### src/rtl/fc2_result_reader_pkg.sv
// Constants shared with the FC2 layer and its output RAM, plus the reader FSM
// encoding and the layout of one buffered result beat.
package fc2_result_reader_pkg;

  localparam int OUTPUT_DIM        = 32;
  localparam int DATA_WIDTH        = 26;
  localparam int ADDR_WIDTH        = 5;
  localparam int RESULT_FIFO_DEPTH = 2;
  localparam int BEAT_WIDTH        = 1 + ADDR_WIDTH + DATA_WIDTH;

  localparam logic [ADDR_WIDTH-1:0] LAST_ADDR = ADDR_WIDTH'(OUTPUT_DIM - 1);

  typedef enum logic [1:0] {
    ST_IDLE  = 2'd0,
    ST_READ  = 2'd1,
    ST_DRAIN = 2'd2
  } reader_state_t;

  typedef struct packed {
    logic                  last;
    logic [ADDR_WIDTH-1:0] idx;
    logic [DATA_WIDTH-1:0] data;
  } result_beat_t;

endpackage

### src/rtl/result_skid_fifo.sv
// Small synchronous FIFO that holds returned RAM words until the stream consumer
// accepts them; push and pop may coincide even when full.
module result_skid_fifo #(
  parameter int DEPTH = 2,
  parameter int WIDTH = 32,
  parameter int CNT_W = $clog2(DEPTH + 1)
) (
  input  logic             clk_i,
  input  logic             rst_n_i,
  input  logic             push_i,
  input  logic [WIDTH-1:0] push_data_i,
  input  logic             pop_i,
  output logic [WIDTH-1:0] head_o,
  output logic [CNT_W-1:0] count_o,
  output logic             full_o,
  output logic             empty_o
);

  localparam int PTR_W = (DEPTH > 1) ? $clog2(DEPTH) : 1;
  localparam logic [PTR_W-1:0] PTR_LAST = PTR_W'(DEPTH - 1);
  localparam logic [CNT_W-1:0] CNT_FULL = CNT_W'(DEPTH);

  logic [WIDTH-1:0] mem_q [DEPTH];
  logic [WIDTH-1:0] mem_d [DEPTH];
  logic [PTR_W-1:0] wr_ptr_q, wr_ptr_d;
  logic [PTR_W-1:0] rd_ptr_q, rd_ptr_d;
  logic [CNT_W-1:0] count_q, count_d;
  logic             push_ok, pop_ok;

  always_comb begin
    pop_ok   = pop_i && (count_q != '0);
    push_ok  = push_i && ((count_q != CNT_FULL) || pop_ok);
    mem_d    = mem_q;
    wr_ptr_d = wr_ptr_q;
    rd_ptr_d = rd_ptr_q;
    count_d  = count_q;
    if (push_ok) begin
      mem_d[wr_ptr_q] = push_data_i;
      wr_ptr_d        = (wr_ptr_q == PTR_LAST) ? '0 : wr_ptr_q + 1'b1;
    end
    if (pop_ok) begin
      rd_ptr_d = (rd_ptr_q == PTR_LAST) ? '0 : rd_ptr_q + 1'b1;
    end
    case ({push_ok, pop_ok})
      2'b10:   count_d = count_q + 1'b1;
      2'b01:   count_d = count_q - 1'b1;
      default: count_d = count_q;
    endcase
  end

  always_ff @(posedge clk_i or negedge rst_n_i) begin
    if (!rst_n_i) begin
      for (int i = 0; i < DEPTH; i++) mem_q[i] <= '0;
      wr_ptr_q <= '0;
      rd_ptr_q <= '0;
      count_q  <= '0;
    end else begin
      mem_q    <= mem_d;
      wr_ptr_q <= wr_ptr_d;
      rd_ptr_q <= rd_ptr_d;
      count_q  <= count_d;
    end
  end

  assign head_o  = mem_q[rd_ptr_q];
  assign count_o = count_q;
  assign full_o  = (count_q == CNT_FULL);
  assign empty_o = (count_q == '0);

endmodule

### src/rtl/fc2_result_reader.sv
// Reads the FC2 output RAM back after the layer finishes, streams every entry to
// the host over valid/ready and tracks the argmax as the words return.
module fc2_result_reader
  import fc2_result_reader_pkg::*;
#(
  parameter int FIFO_DEPTH = RESULT_FIFO_DEPTH
) (
  input  logic                  clk_i,
  input  logic                  rst_n_i,
  input  logic                  start_i,
  output logic                  busy_o,
  output logic                  done_o,
  output logic                  rd_en_o,
  output logic [ADDR_WIDTH-1:0] rd_addr_o,
  input  logic [DATA_WIDTH-1:0] rd_data_i,
  output logic                  m_valid_o,
  input  logic                  m_ready_i,
  output logic [DATA_WIDTH-1:0] m_data_o,
  output logic                  m_last_o,
  output logic [ADDR_WIDTH-1:0] class_idx_o,
  output logic [DATA_WIDTH-1:0] class_max_o
);

  localparam int CREDIT_W = $clog2(FIFO_DEPTH + 1);
  localparam logic [CREDIT_W-1:0] CREDIT_MAX = CREDIT_W'(FIFO_DEPTH);

  reader_state_t         state_q, state_d;
  logic [ADDR_WIDTH-1:0] rd_cnt_q, rd_cnt_d;
  logic [ADDR_WIDTH-1:0] rd_addr_q, rd_addr_d;
  logic [ADDR_WIDTH-1:0] inflight_idx_q, inflight_idx_d;
  logic                  inflight_q, inflight_d;
  logic [CREDIT_W-1:0]   credit_q, credit_d;
  logic [DATA_WIDTH-1:0] run_max_q, run_max_d;
  logic [ADDR_WIDTH-1:0] run_idx_q, run_idx_d;
  logic [DATA_WIDTH-1:0] class_max_q, class_max_d;
  logic [ADDR_WIDTH-1:0] class_idx_q, class_idx_d;
  logic                  done_q, done_d;

  logic                  start_ok, issue, pop, last_pop;
  logic                  fifo_empty, fifo_full;
  logic [CREDIT_W-1:0]   fifo_count;
  result_beat_t          push_beat, head_beat;
  logic                  unused_fifo_status;

  assign start_ok = (state_q == ST_IDLE) && start_i && !done_q;
  assign pop      = !fifo_empty && m_ready_i;
  assign last_pop = pop && head_beat.last;

  always_ff @(posedge clk_i or negedge rst_n_i) begin
    if (!rst_n_i) state_q <= ST_IDLE;
    else          state_q <= state_d;
  end

  always_comb begin
    state_d = state_q;
    unique case (state_q)
      ST_IDLE:  if (start_ok) state_d = ST_READ;
      ST_READ:  if (issue && (rd_cnt_q == LAST_ADDR)) state_d = ST_DRAIN;
      ST_DRAIN: if (last_pop) state_d = ST_IDLE;
      default:  state_d = ST_IDLE;
    endcase
  end

  // credit_q counts FIFO entries plus the read in flight, so a read is only
  // issued when its return is guaranteed a slot; a pop this cycle frees one.
  always_comb begin
    busy_o  = (state_q != ST_IDLE);
    rd_en_o = (state_q == ST_READ) && ((credit_q < CREDIT_MAX) || pop);
  end

  assign issue = rd_en_o;

  always_comb begin
    rd_cnt_d       = rd_cnt_q;
    rd_addr_d      = rd_addr_q;
    inflight_idx_d = inflight_idx_q;
    inflight_d     = issue;
    credit_d       = credit_q;
    run_max_d      = run_max_q;
    run_idx_d      = run_idx_q;
    class_max_d    = class_max_q;
    class_idx_d    = class_idx_q;
    done_d         = last_pop;

    if (state_q == ST_IDLE) rd_cnt_d = '0;
    else if (issue && (rd_cnt_q != LAST_ADDR)) rd_cnt_d = rd_cnt_q + 1'b1;

    if (issue) begin
      rd_addr_d      = rd_cnt_q;
      inflight_idx_d = rd_cnt_q;
    end

    case ({issue, pop})
      2'b10:   credit_d = credit_q + 1'b1;
      2'b01:   credit_d = credit_q - 1'b1;
      default: credit_d = credit_q;
    endcase

    // Strict compare keeps the lower index on ties.
    if (state_q == ST_IDLE) begin
      run_max_d = '0;
      run_idx_d = '0;
    end else if (inflight_q && (rd_data_i > run_max_q)) begin
      run_max_d = rd_data_i;
      run_idx_d = inflight_idx_q;
    end

    if (last_pop) begin
      class_max_d = run_max_q;
      class_idx_d = run_idx_q;
    end
  end

  always_ff @(posedge clk_i or negedge rst_n_i) begin
    if (!rst_n_i) begin
      rd_cnt_q       <= '0;
      rd_addr_q      <= '0;
      inflight_idx_q <= '0;
      inflight_q     <= 1'b0;
      credit_q       <= '0;
      run_max_q      <= '0;
      run_idx_q      <= '0;
      class_max_q    <= '0;
      class_idx_q    <= '0;
      done_q         <= 1'b0;
    end else begin
      rd_cnt_q       <= rd_cnt_d;
      rd_addr_q      <= rd_addr_d;
      inflight_idx_q <= inflight_idx_d;
      inflight_q     <= inflight_d;
      credit_q       <= credit_d;
      run_max_q      <= run_max_d;
      run_idx_q      <= run_idx_d;
      class_max_q    <= class_max_d;
      class_idx_q    <= class_idx_d;
      done_q         <= done_d;
    end
  end

  always_comb begin
    push_beat.last = (inflight_idx_q == LAST_ADDR);
    push_beat.idx  = inflight_idx_q;
    push_beat.data = rd_data_i;
  end

  result_skid_fifo #(
    .DEPTH (FIFO_DEPTH),
    .WIDTH (BEAT_WIDTH),
    .CNT_W (CREDIT_W)
  ) u_fifo (
    .clk_i       (clk_i),
    .rst_n_i     (rst_n_i),
    .push_i      (inflight_q),
    .push_data_i (push_beat),
    .pop_i       (pop),
    .head_o      (head_beat),
    .count_o     (fifo_count),
    .full_o      (fifo_full),
    .empty_o     (fifo_empty)
  );

  assign unused_fifo_status = ^{fifo_full, fifo_count, head_beat.idx};

  assign rd_addr_o   = issue ? rd_cnt_q : rd_addr_q;
  assign m_valid_o   = !fifo_empty;
  assign m_data_o    = head_beat.data;
  assign m_last_o    = head_beat.last;
  assign done_o      = done_q;
  assign class_idx_o = class_idx_q;
  assign class_max_o = class_max_q;

endmodule
### config.mk
export PLATFORM = sky130hd
export DESIGN_NAME = fc2_result_reader
export DESIGN_NICKNAME = d
export VERILOG_FILES = /design/src/rtl/fc2_result_reader_pkg.sv /design/src/rtl/result_skid_fifo.sv /design/src/rtl/fc2_result_reader.sv
export SDC_FILE = /design/constraint.sdc
export NUM_CORES = 1
export LEC_CHECK = 0
export CAP_MARGIN = 25
export CORE_MARGIN = 5
export CORE_UTILIZATION = 50
export DETAILED_ROUTE_END_ITERATION = 8
export PLACE_DENSITY_LB_ADDON = 0.2
export RECOVER_POWER = 50
export SLEW_MARGIN = 20
export SYNTH_ARGS = -nofsm -noshare
export SYNTH_HDL_FRONTEND = slang
export SYNTH_HIERARCHICAL = 1
export SYNTH_SLANG_ARGS = --single-unit
### constraint.sdc
create_clock -name clk_i -period 2.2 [get_ports clk_i]
set_clock_uncertainty 0.05 [all_clocks]
set_input_delay 0.55 -clock clk_i [delete_from_list [all_inputs] [get_ports clk_i]]
set_output_delay 0.55 -clock clk_i [all_outputs]
set_load 0.1 [all_outputs]
======== Word level (Yosys, flattened, before mapping) ========
Index checks and enable logic that the tools add are counted.
word-level totals
  bits in registers ....................... 151
  input bits .............................. 30
  output and inout port bits .............. 67
  word-level logic and storage cells ...... 88
operators by class
  add/sub/neg operators ................... 7
  magnitude comparators ................... 5
  equal/unequal tests ..................... 13
  muxes and demuxes ....................... 21
  bitwise logic cells ..................... 2
  reductions and logical operators ........ 24
operators by type and width
  operator               count
  $mux W32               4
  $bwmux W64             1
  $mux W26               2
  $demux W32 S1          1
  $gt A26 B26 Y1         1
  $mux W5                5
  $reduce_bool A2 Y1     6
  $logic_and A1 B1 Y1    11
  $eq A5 B5 Y1 const B   2
  $ne A2 B2 Y1 const B   4
  $pmux W2 S2            2
  $eq A2 B1 Y1 const B   3
  $eq A2 B2 Y1 const B   3
  $mux W2                3
  $pmux W2 S3            1
  $add A5 B1 Y5 const B  1
  $ne A5 B5 Y1 const B   1
  $add A2 B1 Y2 const B  2
  $ge A2 B2 Y1 const B   2
  $logic_not A2 Y1       2
  $not A1 Y2             2
  $sub A2 B1 Y2 const B  2
  $reduce_and A3 Y1      1
  $add A1 B1 Y1 const B  2
  5 further kinds        8

======== Longest topological paths before layout ========
  depth after elaboration ................. 8
  depth in mapped cells ................... 10

======== Modules after synthesis ========
The synthesis kept the hierarchy.
by module, submodules not included
  module             times used  cells each  area each (µm²)  sequential area each (µm²)
  fc2_result_reader  1           402         4070.2           2077.0
  result_skid_fifo   1           197         3244.4           1701.6

======== Least setup slack after synthesis ========
No wires, ideal clock.
  kind .................................... register to output
  start point ............................. register u_fifo.count_q[0], in the netlist u_fifo/count_o[0]
  end point ............................... output rd_addr_o[0]
  arrival ................................. 2.517 ns
  data required time ...................... 1.600 ns
  setup slack ............................. -0.917 ns
  stages on the path, launching flop included .. 7
  cell sequence ........................... dfrtp_1 buf_2 nor2_1 nand2b_1 a211oi_2 buf_2 mux2_1
on the way
  word-level cells in the longest chain between the ends .. 6
RTL lines
  what                      RTL line                 RTL
  start: declaration        result_skid_fifo.sv:27   logic [CNT_W-1:0] count_q, count_d;
  start signal: assignment  result_skid_fifo.sv:61   count_q <= count_d;
  $logic_not A2 Y1          result_skid_fifo.sv:68   assign empty_o = (count_q == '0);
  via fifo_empty            fc2_result_reader.sv:40  logic fifo_empty, fifo_full;
  $logic_not A1 Y1          fc2_result_reader.sv:46  assign pop = !fifo_empty && m_ready_i;
  $logic_and A1 B1 Y1       fc2_result_reader.sv:46
  $logic_or A1 B1 Y1        fc2_result_reader.sv:68  rd_en_o = (state_q == ST_READ) && ((credit_q < CREDIT_MAX) || pop);
  $logic_and A1 B1 Y1       fc2_result_reader.sv:68
  via rd_en_o               fc2_result_reader.sv:13  output logic rd_en_o,
  $mux W5                   n/a
  end: declaration          fc2_result_reader.sv:14  output logic [ADDR_WIDTH-1:0] rd_addr_o,
The timed path passes the listed nets, and every way through them passes these cells.

======== Worst setup path after layout ========
  start point ............................. register u_fifo.count_q[0], in the netlist u_fifo/count_o[0]
  end point ............................... output rd_addr_o[2]
on the way
  word-level cells in the longest chain between the ends .. 6
RTL lines
  what                 RTL line
  $logic_not A2 Y1     result_skid_fifo.sv:68
  via fifo_empty       fc2_result_reader.sv:40
  $logic_not A1 Y1     fc2_result_reader.sv:46
  $logic_and A1 B1 Y1  fc2_result_reader.sv:46
  $logic_or A1 B1 Y1   fc2_result_reader.sv:68
  $logic_and A1 B1 Y1  fc2_result_reader.sv:68
  $mux W5              n/a
The timed path passes the listed nets, and every way through them passes these cells.

==> parameters.txt <==
Parameter                              Value

Status
  Outcome ... finished, violations left
  Failing checks ... setup timing

Finish
  Nets@finish ... 817
  Sequential cell area ... 0.00353 mm2
  Number of inserted filler cells in the final layout ... 669
  Area used by multi-input combinational logic ... 0.00398 mm2
  Layout overhead on the synthesized area ... 58.0%
  Fraction of final layout cells sized beyond drive strength 1 ... 0.578
  Commonest non-fill, non-tap cell in the layout ... dfrtp_1
  Number of antenna diodes ... 0
  Highest-count cells in the layout ignoring fill and taps ... 139 x dfrtp_1, 99 x buf_4, 76 x mux2_4

Timing
  Final Hold Vio Count ... 0
  Unrepaired setup endpoints after global routing ... true
  Worst-case headroom to the max-slew limit ... 0.164
  Number of setup violations in the final report ... 55
  Post-layout min period ... 2550 ps
  Final Slew Violations ... 0
  Min setup slack post-route ... -355 ps
  Share of the clock period used by the worst path after layout ... 1.16
  Achievable Freq ... 0.391 GHz
  Hold slack ... 335 ps
  Slew @ Worst Pin ... 1250 ps

Critical path
  Data arrival, critical path ... 1950 ps
  Startpoint kind of the worst setup timing path ... flip-flop
  Critical path class ... flip-flop to output port
  Max Fanout on Critical Path ... 7
  CP endpoint kind ... output port
  Data required time at the worst endpoint ... 1600 ps

Floorplan
  Num rows ... 42
  Initial core utilization ... 0.513
  Core ar. ... 0.0133 mm2
  Chip height ... 127 um
  Number of primary I/O pins ... 97
  Overall die width ... 127 um
  Area of the die ... 0.0161 mm2

Synthesis
  Mapped Cells ... 573
  Number of warnings reported in the yosys synthesis log ... 6
  Syn avg cell area ... 12.0 um2
  Net Count, Synth ... 632
  Post-synthesis cell area ... 0.00685 mm2

Drt
  Total wirelength of the detailed-routed design ... 23500 um
  Average wire per standard cell ... 24.8 um
  Number of nets still failing antenna checks after routing ... 0
  Number of DRC violations after detailed routing ... 0
  Via count ... 5667
  First-iteration detailed-routing DRC count ... 522
  Drt first pass iters ... 5
  Post-detailed-route via-to-cell ratio ... 5.98

Place
  Post-DP HPWL ... 11600 um
  Number of port buffers ... 96
  GPL Wtd Cong ... 0.829

CTS
  Clk Tree Root Cell ... clkbuf_16
  TritonCTS clock tree ... yes
  Number of hold-repair buffers added at the cts stage ... 0
  Clk sink count ... 141
  CTS buffer count ... 17
  CTS clk-pin slew, worst paths ... 60 ps
  Clk_lat worst skew ... 430 ps
  H-tree depth ... 4
  Longest Clk Path Bufs ... 2

Global routing
  Total congestion overflow ... 0
  First-pass GRT wire length ... 33000 um
  Number of antenna violations at the first check in global routing ... 0
  Vias in the first global route ... 5955
  Maximum number of pins on one net before global-route repair ... 49
  Overall global routing resource usage ... 0.262

Job
  Maximum Capacitance Violations ... 0

Min path
  Hold Path Class ... primary input to async pin
==> routing by layer <==
metal	global-route usage	part of all wire	routed length, um	up-vias
met2	0.464	0.51	11900	287
met1	0.312	0.37	8690	2888
li1	-	-	-	2375
met4	0.0978	0.058	1360	0
met5	0	0	0	-
met3	0.0576	0.063	1480	117
==> flip-flops by register name, indices dropped and copies added (netlist names) <==
| register | cells |
|---|---|
| rd_addr_q | 5 |
| run_max_q | 26 |
| inflight_q | 1 |
| credit_q | 2 |
| class_max_o | 26 |
| u_fifo/count_o | 2 |
| rd_cnt_q | 5 |
| done_o | 1 |
| u_fifo/mem_q | 54 |
| u_fifo/wr_ptr_q | 1 |
| state_q | 2 |
| u_fifo/rd_ptr_q | 1 |
| run_idx_q | 5 |
| class_idx_o | 5 |
| inflight_idx_q | 5 |
==> stage by stage <==
step	utilization	instances	cell area [um2]	worst slack, ps	setup TNS, ps
floorplan	-	573	6990	-81.9	-409
global placement	0.661	873	8820	-777	-36850
detailed placement	0.661	873	8820	-838	-39110
CTS	0.781	924	10400	-378	-8750
global route	0.811	947	10800	-420	-15650
finish	0.811	947	10800	-355	-11380
==> final timing paths <==
kind | start | cells past startpoint | slack, ps | to
setup / recovery | u_fifo/count_o[0] | 6 | -350 | rd_addr_o[2]
hold / removal | rst_n_i | 1 | 340 | u_fifo/mem_q[36]
setup reg to reg | run_max_q[17] | 10 | -320 | run_max_q[16]
hold reg to reg | class_max_o[11] | 2 | 440 | class_max_o[11]
max in group asynchronous | rst_n_i | 2 | 450 | run_max_q[15]
min in group clk_i | rd_data_i[18] | 3 | 400 | run_max_q[18]
==> what timing repair did <==
item                                    CTS  global route
endpoints found under the hold margin     0             0
cloned                                    6             3
pin swaps                                91            30
buffers inserted                         13            24
endpoints found under the setup margin   56            64
gates resized for setup                 183            71
==> cell type report <==
type	count	area share
Inverter	36	0.0125
Timing Repair Buffer	200	0.213
Sequential cell	141	0.326
Tap cell	176	0.0203
Multi-Input combinational cell	362	0.368
Clock inverter	11	0.0175
Clock buffer	21	0.0425
==> worst max-delay path, cell delays in order, from the launching register on <==
cell and delay, ps:
dfrtp_1 400, nor2_4 50, nand2b_4 150, a211oi_4 270, buf_12 170, mux2_4 330
buf_12 170
Power is left out: the tool's default activity adds up to more than one toggle a clock period on the data nets, which glitch-free logic cannot reach.
